File: src/rtl/bce_pred.sv
// ============================================================================
// bce_pred : branch condition evaluation, one-stage result register, 2-bit PHT
// Optional: BCE_PRED_STATS_EN adds br_count / mp_count statistics outputs.
// Revision : 1.0
// ============================================================================
`default_nettype none

module bce_pred #(
  parameter int XLEN      = 32,
  parameter int PHT_DEPTH = 64,
  localparam int IDX_W    = $clog2(PHT_DEPTH)
) (
  input  logic             clk,
  input  logic             rst,
  input  logic             in_valid,
  input  logic [XLEN-1:0]  a,
  input  logic [XLEN-1:0]  b,
  input  logic [3:0]       bf,
  input  logic             pred_taken,
  input  logic [IDX_W-1:0] upd_idx,
  input  logic             stall,
  input  logic             flush,
  input  logic [IDX_W-1:0] lookup_idx,
  output logic             lookup_taken,
  output logic             res_valid,
  output logic             taken,
  output logic             mispredict
`ifdef BCE_PRED_STATS_EN
  ,
  output logic [31:0]      br_count,
  output logic [31:0]      mp_count
`endif
);

  localparam logic [1:0] c_ctr_init = 2'b01;
  localparam logic [1:0] c_ctr_max  = 2'b11;
  localparam logic [1:0] c_ctr_min  = 2'b00;

  logic w_eq, w_azero, w_aneg, w_ltu, w_lts;
  logic w_outcome, w_is_branch, w_upd;

  logic             r_valid, r_taken, r_pred, r_br;
  logic [IDX_W-1:0] r_idx;
  logic [1:0]       r_pht [PHT_DEPTH];

  assign w_eq    = (a == b);
  assign w_azero = (a == '0);
  assign w_aneg  = a[XLEN-1];
  assign w_ltu   = (a < b);
  assign w_lts   = ($signed(a) < $signed(b));

  always_comb begin
    w_outcome   = 1'b0;
    w_is_branch = 1'b1;
    case (bf)
      4'b0010:          w_outcome = w_aneg;
      4'b0011:          w_outcome = ~w_aneg;
      4'b1000, 4'b1001: w_outcome = w_eq;
      4'b1010, 4'b1011: w_outcome = ~w_eq;
      4'b1100, 4'b1101: w_outcome = w_aneg | w_azero;
      4'b1110, 4'b1111: w_outcome = ~w_aneg & ~w_azero;
      4'b0100:          w_outcome = w_ltu;
      4'b0101:          w_outcome = ~w_ltu;
      4'b0110:          w_outcome = w_lts;
      4'b0111:          w_outcome = ~w_lts;
      default:          w_is_branch = 1'b0;
    endcase
  end

  // Flush wins over stall: the held result is killed and the new one dropped.
  always_ff @(posedge clk) begin
    if (rst) begin
      r_valid <= 1'b0;
      r_taken <= 1'b0;
      r_pred  <= 1'b0;
      r_br    <= 1'b0;
      r_idx   <= '0;
    end else if (flush) begin
      r_valid <= 1'b0;
    end else if (!stall) begin
      r_valid <= in_valid;
      r_taken <= w_outcome;
      r_pred  <= pred_taken;
      r_br    <= w_is_branch;
      r_idx   <= upd_idx;
    end
  end

  assign res_valid  = r_valid;
  assign taken      = r_taken;
  assign mispredict = r_valid & r_br & (r_taken != r_pred);

  // A stalled result trains the PHT only on the cycle it is released.
  assign w_upd = r_valid & r_br & ~stall & ~flush;

  always_ff @(posedge clk) begin
    if (rst) begin
      for (int i = 0; i < PHT_DEPTH; i++) r_pht[i] <= c_ctr_init;
    end else if (w_upd) begin
      if (r_taken && r_pht[r_idx] != c_ctr_max)
        r_pht[r_idx] <= r_pht[r_idx] + 2'd1;
      else if (!r_taken && r_pht[r_idx] != c_ctr_min)
        r_pht[r_idx] <= r_pht[r_idx] - 2'd1;
    end
  end

  // Read returns the pre-update counter on a same-index collision.
  assign lookup_taken = r_pht[lookup_idx][1];

`ifdef BCE_PRED_STATS_EN
  logic [31:0] r_br_count, r_mp_count;

  always_ff @(posedge clk) begin
    if (rst) begin
      r_br_count <= '0;
      r_mp_count <= '0;
    end else if (w_upd) begin
      r_br_count <= r_br_count + 32'd1;
      if (mispredict) r_mp_count <= r_mp_count + 32'd1;
    end
  end

  assign br_count = r_br_count;
  assign mp_count = r_mp_count;
`endif

endmodule

`default_nettype wire

File: config.mk
export PLATFORM = sky130hd
export DESIGN_NAME = bce_pred
export DESIGN_NICKNAME = d
export VERILOG_FILES = /design/src/rtl/bce_pred.sv
export SDC_FILE = /design/constraint.sdc
export NUM_CORES = 1
export LEC_CHECK = 0
export ABC_AREA = 1
export CAP_MARGIN = 40
export CORE_ASPECT_RATIO = 0.8
export CORE_MARGIN = 2
export CORE_UTILIZATION = 33
export CTS_CLUSTER_SIZE = 20
export DETAILED_ROUTE_END_ITERATION = 7
export MAX_ROUTING_LAYER = met4
export SLEW_MARGIN = 10
export SYNTH_ARGS = -nofsm -noshare
export SYNTH_HDL_FRONTEND = slang
export SYNTH_SLANG_ARGS = --single-unit
export TNS_END_PERCENT = 5
File: constraint.sdc
create_clock -name clk -period 2.2 [get_ports clk]
set_input_delay 0.55 -clock clk [delete_from_list [all_inputs] [get_ports clk]]
set_output_delay 0.55 -clock clk [all_outputs]
set_load 0.01 [all_outputs]
==> results.yml, run 1 <==
timing:
  setup_slack_ns: -0.472
  fin_skew_ns: 0.0161
  finalCriticalPeriod_ns: 2.67
  worstMarginPinSlew_ns: 0.640
  setup_viol: 257
  slew_headroom_pct: 57.3
  timing.final.crit_share_pct: 121
  slew_viol_final: 0
  max_freq_mhz: 374
  hold_viol: 0
  rsz0062_at_grt: "yes"
min_path:
  hold_end: "r_br"
  hold_class: "reg -> reg"
  holdPathStages: 2
  worstHoldStart: "r_br"
clocking:
  cts.clk_slew.worst_paths_ns: 0.06
  cts_buffers: 17
  tritoncts: "yes"
  clockBufferDepth: 2
  htree_levels: 4
  clk_latency_ns: 0.44
  clock-sinks: 144
  ctsHoldBuffers: 0
  cts_root_buf: "clkbuf_16"
floorplanning:
  coreArea_um2: 27100
  row_count: 54
  die_y_um: 152
  start_util_pct: 33.4
  die_w_um: 189
  io_pins: 90
  die-area_um2: 28800
final_layout:
  layout_common_cells: "nand2_1 (248), nor2_1 (206), nand3_1 (158), edfxtp_1 (128), nand2_2 (98)"
  utilization_pct: 46.4
  diodes: 0
  drive_above_1_share_pct: 22.2
  fillers: 2652
  multiInputGateArea_um2: 4710
  final_common_cell: "nand2_1"
  area_delta_synth_final_pct: 39.1
  final_cell_area_um2: 12600
  register_area_um2: 4170
  fin_nets: 1498
yosys:
  synthMuxAreaShare_pct: 0.111
  synthCells: 1218
  synth_nets: 1336
  synth_cell_types: 27
  seq_area_frac_synth_pct: 46.0
  synthSimpleGateAreaFrac_pct: 35.4
  yosys_warnings: 0
  synth_compound_area_share_pct: 6.29
  syn_avg_cell_area_um2: 7.43
  ys_ff_latch: 144
  synth_area_um2: 9040
  synthAdderAreaFrac_pct: 4.43
  synth_xor_area_share_pct: 0.0968
  synth_top_family_by_area: "simple AND/OR/NAND/NOR gates"
run_status:
  failed_checks: "setup timing"
  status: "complete, but fails checks"
global_route:
  first_global_vias: 8431
  grt_overflow: 0
  gr-usage-all-layers_pct: 21.8
  grt_pass1_wl_um: 47100
  grt_max_degree: 49
  antenna_found_initial: 0
power:
  p_per_area_nw_per_um2: 625
  netSwitchingPower_mw: 2.28
  pwr-share-comb_pct: 20.4
  switching_share_pct: 29.0
  clockPowerShare_pct: 40.2
  ir_worst_vdd_uv: 465
  power.internal_mw: 5.58
  leakagePower_nw: 5.11
  pwr-share-seq_pct: 39.4
critical_path:
  worstPathCellList: "buf_12, buf_12, buf_8, nand2_1, nand3_1, nand3_1, nand2_1, nand2_1, nand3_1, nand3_2, nand4_1, nand2_2, nand2_4, clkbuf_16, clkbuf_16, nand2_4, buf_4, nor2_1"
  crit_type: "reg -> reg"
  ff2ff_path_depth: 18
  crit_family: "simple AND/OR/NAND/NOR gates"
  timing.rr.end: "r_pht[14][1]"
  slowest_stage: "dfxtp_4"
  critPathLaunchType: "register"
  crit_required_ns: 2.39
  cp.arrival_ns: 2.86
  cp_max_fo: 8
  rrSetupSlack_ns: -0.47
  crit_buf_inv: 6
  end_kind: "register"
  max_stage_delay_ns: 0.39
placement:
  place_hpwl_um: 20500
  place_congestion: 0.906
  placed_area_um2: 10900
  io_buffers: 89
routing:
  dr.pass1.iters: 6
  wire_per_inst_um: 17.6
  post_drt_via_cell_ratio: 5.25
  dr_total_vias: 9223
  initialDrtViolationCount: 1116
  ant_nets: 0
  wl_um: 30900
  drcViolationCount: 0
run:
  drv_cap: 0
==> cell families after synthesis <==
| group | Yosys count |
|---|---|
| AO/OA/AOI/OAI | 105 |
| XOR/XNOR | 1 |
| adder cells (fa/ha/maj) | 32 |
| buffers and inverters | 155 |
| flip-flops | 144 |
| multiplexers | 1 |
| AND/OR/NAND/NOR | 780 |
==> stage by stage <==
stage               power (mW)  hold WS (ns)  setup WS [ns]  TNS, ns  cells
global route              8.12         0.506         -0.556  -116.13   1757
global placement          4.57         0.453          -1.17   -83.94   1702
detailed placement        4.58         0.460          -1.17   -89.78   1702
finish                    7.86         0.470         -0.472   -92.01   1757
floorplan                 3.88         0.440        0.00315        0   1218
CTS                       7.81         0.471         -0.410   -71.09   1750
==> metal layers <==
| layer | global-route usage (%) | up-vias | share of wire [%] | wire length [µm] |
|---|---|---|---|---|
| li1 | - | 4385 | - | - |
| met1 | 31.9 | 4333 | 45 | 13800 |
| met2 | 30.9 | 459 | 44 | 13500 |
| met3 | 3.83 | 46 | 9.8 | 3030 |
| met4 | 5.17 | 0 | 1.5 | 469 |
| met5 | - | - | 0 | 0 |
==> worst max-delay path by stage <==
| stage | start | to | depth (start not counted) |
|---|---|---|---|
| floorplan | lookup_idx[0] | lookup_taken | 8 |
| finish | register | r_pht[14][1] | 18 |
| global route | register | r_pht[56][1] | 17 |
| detailed placement | lookup_idx[1] | lookup_taken | 9 |
| CTS | lookup_idx[0] | lookup_taken | 11 |
| global placement | lookup_idx[0] | lookup_taken | 11 |
==> sequential cells by signal (all words and copies together) (netlist names), named ones only <==
register / flops
r_br: 1
res_valid: 1
taken: 1
r_pht: 128
r_pred: 1
r_idx: 6
==> synth_stat cells <==
cell / number / area (µm²)
a21oi_1: 27 / 135
buf_1: 3 / 11.3
buf_2: 29 / 145
buf_4: 8 / 60.1
buf_6: 6 / 67.6
clkbuf_1: 22 / 82.6
dfxtp_1: 16 / 320
edfxtp_1: 128 / 3840
ha_1: 32 / 400
inv_1: 83 / 312
inv_2: 4 / 15.0
mux2i_1: 1 / 10.0
nand2_1: 359 / 1350
nand3_1: 185 / 926
nand3b_1: 2 / 15.0
nand4_1: 3 / 18.8
nor2_1: 212 / 796
nor3_1: 18 / 90.1
o211ai_1: 2 / 15.0
o21a_1: 2 / 15.0
o21ai_0: 53 / 265
o21bai_1: 2 / 15.0
o221ai_1: 1 / 8.76
o22ai_1: 17 / 106
o311ai_0: 1 / 8.76
or2_2: 1 / 6.26
xnor2_1: 1 / 8.76
==> area by class of cell <==
| cell class | instances | share of cell area [%] |
|---|---|---|
| sequential | 144 | 33.1 |
| clock inverter | 15 | 1.65 |
| clock buffer | 17 | 3.38 |
| multi-input combinational | 920 | 37.4 |
| inverter | 87 | 2.71 |
| tap | 364 | 3.62 |
| timing repair buffer | 210 | 18.1 |
==> power by group through the flow <==
stage	logic [mW]	registers [mW]	clock network (mW)
after floorplan	0.770	3.11	0
after global placement	1.42	3.15	0
after detailed placement	1.43	3.15	0
after CTS	1.55	3.09	3.17
after global routing	1.75	3.10	3.28
final	1.60	3.10	3.16
==> tightest hold or removal path: cells and delay by family, from the launching register on <==
kind             cells  cell delay, ns
AO/OA/AOI/OAI        1            0.05
AND/OR/NAND/NOR      1            0.06
flip-flops           1            0.32
==> what timing repair did <==
action / CTS / global route
endpoints found under the setup margin: 257 / 259
gates cloned: 7 / 7
pin swaps: 13 / 28
setup buffers: 10 / 2
gates resized for setup: 88 / 127
Note: power is estimated with default switching activity, not from simulation.
==> run 2, diff against run 1 <==
Settings changed: CAP_MARGIN 40 to 5, CTS_CLUSTER_DIAMETER set to 200, PLACE_DENSITY set to 0.55.
==> run 2 against run 1 <==
  * The flow still finishes with violations (setup timing)
  * Power shrank 1.6%
  * Sequential power about the same
  * Non-clock buffer count is 6 lower
  * Global-route usage fell by 0.43 points
  * Sequential share of layout area up 0.20 points
  * Wire length rose by 2.2%
  * Hold slack lost 0.0017 ns
  * Clock-buffer cell count up 3
  * Utilization decreased by 0.26 points
  * Register-to-register slack better by 0.03 ns
  * Clock power decreased by 5%
  * Setup slack improved by 0.032 ns
==> results.yml, run 2 (same netlist as run 1, synthesis figures left out) <==
floorplanning:
  start_util_pct: 33.4
  coreArea_um2: 27100
  die_y_um: 152
  row_count: 54
  io_pins: 90
  die-area_um2: 28800
  die_w_um: 189
final_layout:
  utilization_pct: 46.2
  final_common_cell: "nand2_1"
  final_cells: 1751
  top_register: "r_pht"
  fin_nets: 1492
  largest_register_ffs: 128
  drive_above_1_share_pct: 22.4
  reg_top3: "r_pht x128, r_idx x6"
  diodes: 0
  area_delta_synth_final_pct: 38.4
  final_cell_area_um2: 12500
  layout_common_cells: "nand2_1 (240), nor2_1 (211), nand3_1 (155), edfxtp_1 (128), nand2_2 (111)"
critical_path:
  end_kind: "register"
  crit_required_ns: 2.38
  crit_buf_inv: 5
  max_stage_delay_ns: 0.39
  cp_max_fo: 24
  worstPathCellList: "buf_12, clkbuf_16, buf_6, nand2_2, nand3_1, nand3_1, nand2_1, nand2_1, nand3_2, nand3_2, nand4_1, nand2_2, nand2_8, buf_12, nand2_1, buf_4, nor2_1"
  crit_type: "reg -> reg"
  cp_common_cell: "nand2_1"
  crit_family: "simple AND/OR/NAND/NOR gates"
  cp.arrival_ns: 2.82
  slowest_stage: "dfxtp_4"
  critPathLaunchType: "register"
timing:
  slew_viol_final: 0
  setup_slack_ns: -0.439
  fin_skew_ns: 0.0107
  timing.final.crit_share_pct: 120
  worstMarginPinSlew_ns: 0.697
  finalCriticalPeriod_ns: 2.64
  rsz0062_at_grt: "yes"
  max_freq_mhz: 379
  setup_viol: 257
  tns_ns: -88.21
  slew_headroom_pct: 53.5
  hold_viol: 0
routing:
  initialDrtViolationCount: 911
  dr.pass1.iters: 5
  ant_nets: 0
  wl_um: 31600
  dr_total_vias: 9087
  wire_per_inst_um: 18.0
  post_drt_via_cell_ratio: 5.19
  drcViolationCount: 0
clocking:
  htree_levels: 4
  tritoncts: "yes"
  clock-sinks: 144
  cts_buffers: 17
  cts_root_buf: "clkbuf_16"
  clockBufferDepth: 2
  clk_latency_ns: 0.43
  cts.clk_slew.worst_paths_ns: 0.06
placement:
  place_hpwl_um: 20300
  placed_area_um2: 10900
  io_buffers: 89
  place_congestion: 0.879
  dp_slack_ns: -1.22
  placed_cells: 1693
min_path:
  hold_class: "reg -> reg"
run:
  drv_cap: 0
power:
  leakagePower_nw: 5.00
  p_per_area_nw_per_um2: 618
  ir_worst_vdd_uv: 512
global_route:
  antenna_found_initial: 0
  grt_pass1_wl_um: 45800
  first_global_vias: 8206
  grt_overflow: 0
  grt_max_degree: 52
  gr-usage-all-layers_pct: 21.3
run_status:
  status: "complete, but fails checks"
  failed_checks: "setup timing"
## run 2: what timing repair did
item / in CTS / in global routing
hold buffers: 0 / 0
buffers inserted: 2 / 8
gates resized for setup: 45 / 159
pin swaps: 5 / 26
gates cloned: 2 / 14
setup endpoints to repair: 258 / 259
endpoints found under the hold margin: 0 / 0
## run 2: worst paths after layout
path	from	slack [ns]	end	depth (start not counted)
worst max-delay path	register	-0.44	r_pht[17][1]	17
worst min-delay path	r_br	0.47	r_br	2
worst max register to register	register	-0.44	r_pht[17][1]	17
worst min register to register	r_br	0.47	r_br	2
## run 2: report_power, final
part	switching, mW	total [mW]	internal, mW
Combinational	0.992	1.65	0.663
Sequential	0.0691	3.10	3.03
Clock	1.20	2.99	1.79
## run 2: per-stage QoR
step / hold slack [ns] / power, mW
floorplan: 0.440 / 3.88
global placement: 0.455 / 4.59
detailed placement: 0.457 / 4.60
CTS: 0.466 / 7.58
global route: 0.484 / 8.01
finish: 0.468 / 7.74
## run 2: cell type report
type / instances / area [µm²]
Sequential cell: 144 / 4170
Fill cell: 2642 / 14600
Clock inverter: 12 / 159
Tap cell: 364 / 455
Multi-Input combinational cell: 920 / 4720
Timing Repair Buffer: 204 / 2230
Inverter: 87 / 347
Clock buffer: 20 / 437
## run 2: routing by layer
metal  routed length (µm)  part of all wire (%)  GRT usage [%]  up-vias
li1                     -                     -              -     4365
met1                15000                    47           31.7     4298
met2                13200                    42           29.1      391
met3                 2880                   9.1           4.00       33
met4                  459                   1.5           6.14        0
met5                    0                     0              -        -
## run 2: worst register-to-register path, stage by stage, from the launching register on
cell	delay [ns]
dfxtp_4	0.39
buf_12	0.15
clkbuf_16	0.16
buf_6	0.11
nand2_2	0.04
nand3_1	0.07
nand3_1	0.08
nand2_1	0.08
nand2_1	0.09
nand3_2	0.08
nand3_2	0.08
nand4_1	0.21
nand2_2	0.24
nand2_8	0.14
buf_12	0.19
nand2_1	0.12
buf_4	0.11
nor2_1	0.03
==> run 3, diff against run 2 <==
Settings changed: RECOVER_POWER set to 25.
==> run 3 against run 2 <==
  * The run still ends with setup timing left
  * Largest cell class unchanged
  * Clock skew about the same
  * Power hardly changed
  * Clock-buffer cell count did not move
  * Global-route usage did not move
  * Clock power is essentially flat
  * Final area is essentially flat
  * Wire length hardly changed
  * Maximum frequency is essentially flat
  * Register-to-register slack about the same
  * Largest power group unchanged
  * Critical path depth unchanged
  * Via count down 0.11%
  * Non-clock buffer count is the same
==> results.yml, run 3 (same netlist as run 1, synthesis figures left out) <==
final_layout:
  area_delta_synth_final_pct: 38.3
  final_cell_area_um2: 12500
  diodes: 0
  final_common_cell: "nand2_1"
  drive_above_1_share_pct: 22.4
  top_register: "r_pht"
  final_cells: 1751
  fin_nets: 1492
  layout_common_cells: "nand2_1 (240), nor2_1 (211), nand3_1 (155), edfxtp_1 (128), nand2_2 (111)"
  reg_top3: "r_pht x128, r_idx x6"
  largest_register_ffs: 128
placement:
  placed_cells: 1693
  placed_area_um2: 10900
  io_buffers: 89
  place_congestion: 0.879
  place_hpwl_um: 20300
floorplanning:
  io_pins: 90
  start_util_pct: 33.4
  die-area_um2: 28800
  die_y_um: 152
  row_count: 54
  coreArea_um2: 27100
  die_w_um: 189
power:
  p_per_area_nw_per_um2: 618
  ir_worst_vdd_uv: 513
  p_total_mw: 7.74
  leakagePower_nw: 4.99
routing:
  wl_um: 31600
  dr.pass1.iters: 6
  initialDrtViolationCount: 910
  post_drt_via_cell_ratio: 5.18
  ant_nets: 0
  wire_per_inst_um: 18.0
  dr_total_vias: 9077
  drcViolationCount: 0
run:
  drv_cap: 0
timing:
  worstMarginPinSlew_ns: 0.701
  finalCriticalPeriod_ns: 2.64
  timing.final.crit_share_pct: 120
  hold_viol: 0
  rsz0062_at_grt: "yes"
  hold_ws_ns: 0.469
  max_freq_mhz: 379
  slew_viol_final: 0
  fin_skew_ns: 0.0103
  setup_viol: 257
  slew_headroom_pct: 53.2
  setup_slack_ns: -0.439
critical_path:
  crit_required_ns: 2.38
  end_kind: "register"
  cp_max_fo: 24
  critPathLaunchType: "register"
  crit_type: "reg -> reg"
  cp.arrival_ns: 2.82
global_route:
  grt_pass1_wl_um: 45800
  grt_max_degree: 52
  antenna_found_initial: 0
  first_global_vias: 8206
  grt_overflow: 0
  gr-usage-all-layers_pct: 21.3
min_path:
  hold_class: "reg -> reg"
clocking:
  cts_root_buf: "clkbuf_16"
  clock-sinks: 144
  clk_latency_ns: 0.43
  clockBufferDepth: 2
  cts_buffers: 17
  tritoncts: "yes"
  cts.clk_slew.worst_paths_ns: 0.06
  htree_levels: 4
run_status:
  failed_checks: "setup timing"
  status: "complete, but fails checks"
[run 3: cell count changes in the layout (fill, tap and decap cells not counted)]
| cell | change |
|---|---|
| buf_4 | -1 |
| clkbuf_1 | +1 |
| clkdlybuf4s50_1 | -1 |
| dlygate4sd3_1 | +1 |
[run 3: area by class of cell]
type                    count  area (µm²)
clock inverters            12         159
clock buffers              20         437
inverters                  87         347
flip-flops and latches    144        4170
fillers                  2644       14600
multi-input cells         920        4720
repair buffers            204        2220
well taps                 364         455
[run 3: metal layers]
metal / routed length (µm) / vias to the layer above / track usage, %
li1: - / 4365 / -
met1: 15000 / 4291 / 31.7
met2: 13200 / 386 / 29.1
met3: 2860 / 35 / 4.00
met4: 452 / 0 / 6.14
met5: 0 / - / -
[run 3: through the flow]
step | worst slack (ns) | utilization, % | TNS [ns]
after detailed placement | -1.22 | 40.3 | -92.00
final | -0.439 | 46.2 | -87.97
after floorplan | 0.00315 | - | 0
after global routing | -0.541 | 46.2 | -109.57
after global placement | -1.20 | 40.3 | -86.46
after CTS | -0.378 | 43.1 | -55.96
[run 3: critical path: stages, from the launching register on]
cell and delay [ns]:
dfxtp_4 0.39, buf_12 0.15, clkbuf_16 0.15, buf_6 0.11, nand2_2 0.04, nand3_1 0.07, nand3_1 0.08, nand2_1 0.08
nand2_1 0.09, nand3_2 0.08, nand3_2 0.08, nand4_1 0.21, nand2_2 0.24, nand2_8 0.14, buf_12 0.19, nand2_1 0.11
buf_4 0.11, nor2_1 0.03
[run 3: worst paths after layout]
| check | startpoint | end | slack, ns | depth (start not counted) |
|---|---|---|---|---|
| worst max-delay path | register | r_pht[17][1] | -0.44 | 17 |
| worst min-delay path | r_br | r_br | 0.47 | 2 |
| worst max register to register | register | r_pht[17][1] | -0.44 | 17 |
| worst min register to register | r_br | r_br | 0.47 | 2 |
[run 3: timing repair]
item	CTS	global route
hold buffers	0	0
gates resized for setup	45	159
pin swaps	5	26
setup endpoints to repair	258	259
cloned	2	14
buffers inserted	2	8
[run 3: where the power goes]
group	switching, mW	total [mW]	leakage, nW	internal (mW)
Clock	1.20	2.99	0.285	1.79
Combinational	0.991	1.65	3.47	0.662
Sequential	0.0692	3.10	1.23	3.03
Total	2.26	7.74	4.99	5.48
==> patch 1, RTL diff (config.mk and constraints of run 2) <==
The parameter `XLEN` goes from 32 to 48.
--- a/src/rtl/bce_pred.sv
+++ b/src/rtl/bce_pred.sv
@@ -6,7 +6,7 @@
 `default_nettype none
 
 module bce_pred #(
-  parameter int XLEN      = 32,
+  parameter int XLEN      = 48,
   parameter int PHT_DEPTH = 64,
   localparam int IDX_W    = $clog2(PHT_DEPTH)
 ) (
Ports: changed (resized a and b); port bits go from 90 to 122. No check against the original RTL was run, so the function may have changed too.
==> patch 1 against run 2 <==
The run still ends with negative setup slack left; synthesized area increased by 4.1%; design area increased by 2.6%; via count increased by 3.9%; worst hold slack improved by 0.025 ns; final cell count increased by 1.0%; worst setup slack improved by 0.055 ns; wire length increased by 6.0%; sequential cell count unchanged; largest cell class unchanged; count of clock-buffer cells in the layout unchanged; power decreased by 1.2%.
==> patch 1: results (changes against run 2) <==
* Syn Inst Count at 1226 (+0.66%)
* Syn nets at 1392 (+4.2%)
* Routed wire length at 33500 µm (+6.0%)
* Static leakage at 5.15 nW (+3.1%)
* Final setup viols at 258 (+0.39%)
* Int Power at 0.00531 W (-3.1%)
* WL met1 at 15000 µm (+0.21%)
* CP arrival at 2.74 ns (-0.08 ns)
* Met2 Wirelength at 15000 µm (+13%)
* Layout cells sized above 1 at 17.6% (-4.8 points)
* Vias in the first global route at 8983 (+9.5%)
* Routing usage on met2 at 35.3% (+6.2 points)
* Slew of the pin with the lowest slew margin at 1.19 ns (+0.494 ns)
* Synth top area cells: edfxtp_1, nand2_1, nand3_1
* Synth top cells by count: nand2_1, nand3_1, nor2_1
* FF-to-FF path depth at 16 (-1)
* Dpl cells at 1721 (+1.7%)
* Post-synthesis sequential area ratio at 44.2% (-1.8 points)
* Cell Area, Placed at 11500 µm² (+5.8%)
* M1 GR Usage at 31.2% (-0.53 points)
* Status: complete, but fails checks
* RePlAce Congestion at 0.879 (about the same)
* Port bufs at 121 (+36%)
* Area grow syn2layout at 36.4%
* Clock Skew at 0.0172 ns (+0.00654 ns)
* Met3 wire len at 2730 µm (-5.2%)
* First-pass GRT wire length at 50700 µm (+11%)
* Number of DRC markers in iteration 0 at 821 (-9.9%)
* Final Worst Setup Slack at -0.384 ns (+0.0555 ns)
* Setup_tns at -82.75 ns (+5.46 ns)
* Final net count at 1551 (+4.0%)
* Synth unique cells at 29 (+7.4%)
* GR met3 Demand/Resource at 4.40% (+0.40 points)
* Violated checks: negative setup slack
* Pre-CTS WS at -1.10 ns (+0.115 ns)
* Gr usage total at 23.0% (+1.7 points)
* Pin count of the biggest net entering global routing at 72 (+38%)
* DR WL/cell at 18.9 µm (+5.0%)
==> patch 1: cell count changes in the layout (fill, tap and decap cells not counted), moves of 9 or more <==
cell / delta
a21oi_1: +9
nand4_1: +72
nand3_1: -11
nor2_1: -46
ha_1: +16
clkdlybuf4s50_1: +33
nand2_2: -53
==> patch 1: cell type report <==
cell class              count  area share (%)
multi-input cells         908            38.1
flip-flops and latches    144            32.5
repair buffers            224            18.8
well taps                 370            3.61
clock buffers              20            3.40
inverters                  90            2.71
clock inverters            12           0.867
diodes                      1          0.0195
==> patch 1: power by group through the flow <==
stage | clock [W] | combinational [W] | sequential (W)
after global placement | 0 | 0.00158 | 0.00315
after global routing | 0.00292 | 0.00189 | 0.00310
after floorplan | 0 | 0.000828 | 0.00311
after detailed placement | 0 | 0.00160 | 0.00315
final | 0.00279 | 0.00175 | 0.00310
after CTS | 0.00280 | 0.00169 | 0.00310
==> patch 1: timing repair <==
item / 4_1_cts / 5_1_grt
gates cloned: 7 / 2
gates resized for setup: 67 / 70
setup buffers: 6 / 0
pin swaps: 9 / 7
endpoints found under the setup margin: 257 / 259
==> patch 1: cell families (layout without fill, tap and decap cells) <==
family	count (synthesis)	count (layout)	synth area share (%)
buffers and inverters	174	346	8.14
other	0	1	0
multiplexers	1	1	0.106
flip-flops	144	144	44.2
adder cells (fa/ha/maj)	48	48	6.38
AO/OA/AOI/OAI	122	122	7.18
AND/OR/NAND/NOR	737	737	34.0
==> patch 1: path summary, 6_finish.rpt <==
| path | start | slack (ns) | to |
|---|---|---|---|
| min reg2reg | r_br | 0.49 | r_br |
| max reg2reg | flop | -0.38 | r_pht[23][0] |
| min | r_br | 0.49 | r_br |
| max | flop | -0.38 | r_pht[23][0] |
==> patch 2, RTL diff (settings of run 2) <==
Without the edit above. Register the output `mispredict`, without a reset; this adds one clock of latency there. The other outputs are not delayed to match.
--- a/src/rtl/bce_pred.sv
+++ b/src/rtl/bce_pred.sv
@@ -88,7 +88,9 @@
 
   assign res_valid  = r_valid;
   assign taken      = r_taken;
-  assign mispredict = r_valid & r_br & (r_taken != r_pred);
+  always_ff @(posedge clk) begin
+    mispredict <= r_valid & r_br & (r_taken != r_pred);
+  end
 
   // A stalled result trains the PHT only on the cycle it is released.
   assign w_upd = r_valid & r_br & ~stall & ~flush;
Check against the original RTL: not equivalent (Yosys sat finds a counterexample within 4 cycles, from zero or initial values and one cycle with rst high).
==> patch 2 against run 2 <==
The flow still finishes with violations (negative setup slack); clock skew grew 0.0011 ns; highest routed layer unchanged; worst setup slack lost 0.024 ns; worst hold slack got worse by 0.0021 ns; count of clock-buffer cells in the layout is 2 lower; die area is 0.21% higher; synthesized area rose by 0.22%; power increased by 1.4%; design area is 2.0% higher; sequential cell count grew 1; wire length decreased by 0.30%; fmax is 0.91% lower.
==> patch 2: results (changes against run 2) <==
* Final Worst Setup Slack at -0.464 ns (-0.0242 ns)
* Gr usage total at 22.4% (+1.1 points)
* Clock Skew at 0.0117 ns (+0.00106 ns)
* CP max stage delay at 0.42 ns (+0.03 ns)
* Syn nets at 1337 (+0.075%)
* Die width at 189 µm (+0.11%)
* Postcts setup bufs at 11 (+9)
* Status: complete, but fails checks
* Slew margin rel. at 58.9% (+5.4 points)
* M1 GR Usage at 31.5% (-0.26 points)
* Gates resized, CTS repair at 130 (+190%)
* Final setup viols at 257 (unchanged)
* Vias in the first global route at 8378 (+2.1%)
* CP endpoint: r_pht[14][1]
* Dpl hpwl at 20200 µm (-0.48%)
* Share of total power in the clock network at 35.9% (-2.7 points)
* Dpl cells at 1687 (-0.35%)
* Synth top area cells: edfxtp_1, nand2_1, nand3_1
* Cell Area, Placed at 10900 µm² (-0.30%)
* GR met3 Demand/Resource at 6.10% (+2.1 points)
* Pre-CTS WS at -1.23 ns (-0.0157 ns)
* Util after Layout at 47.0% (+0.82 points)
* CP Max Fanout at 6 (-75%)
* Routing usage on met2 at 31.3% (+2.2 points)
* Setup_tns at -100.02 ns (-11.81 ns)
* Post-synthesis sequential area ratio at 46.2% (+0.12 points)
* Clock-net power at 0.00282 W (-6%)
* Static leakage at 5.00 nW (+0.12%)
* Violated checks: negative setup slack
* FF-to-FF path depth at 18 (+1)
* Pin count of the biggest net entering global routing at 71 (+37%)
* RePlAce Congestion at 0.909 (+3.4%)
* Number of vias per cell at 5.17 (-0.40%)
## patch 2: how the worst min path moves through the flow
stage,startpoint,to,slack (ns),cells after the start
finish,r_br,r_br,0.47,2
global placement,r_br,r_br,0.45,2
floorplan,r_br,mispredict,0.44,2
CTS,r_br,r_br,0.47,2
detailed placement,r_br,r_br,0.46,2
global route,r_br,r_br,0.49,2
## patch 2: logic make-up after synthesis
family | after synthesis | synth area share [%]
xor+xnor | 1 | 0.0966
flops | 145 | 46.2
fa+ha+maj | 32 | 4.42
buf+inv | 155 | 7.65
mux | 1 | 0.110
compound gates | 105 | 6.28
simple gates | 780 | 35.3
## patch 2: cell type report
type                       instances  area share [%]
tap                              364            3.57
timing repair buffer             205            19.2
clock inverter                    14            1.04
sequential                       145            32.8
multi-input combinational        920            37.4
inverter                          87            2.68
clock buffer                      18            3.36
## patch 2: routing by layer
layer  up-vias  wire length, µm
met5         -                0
met1      4246            14500
met3        35             3020
met4         0              476
li1       4380                -
met2       400            13400
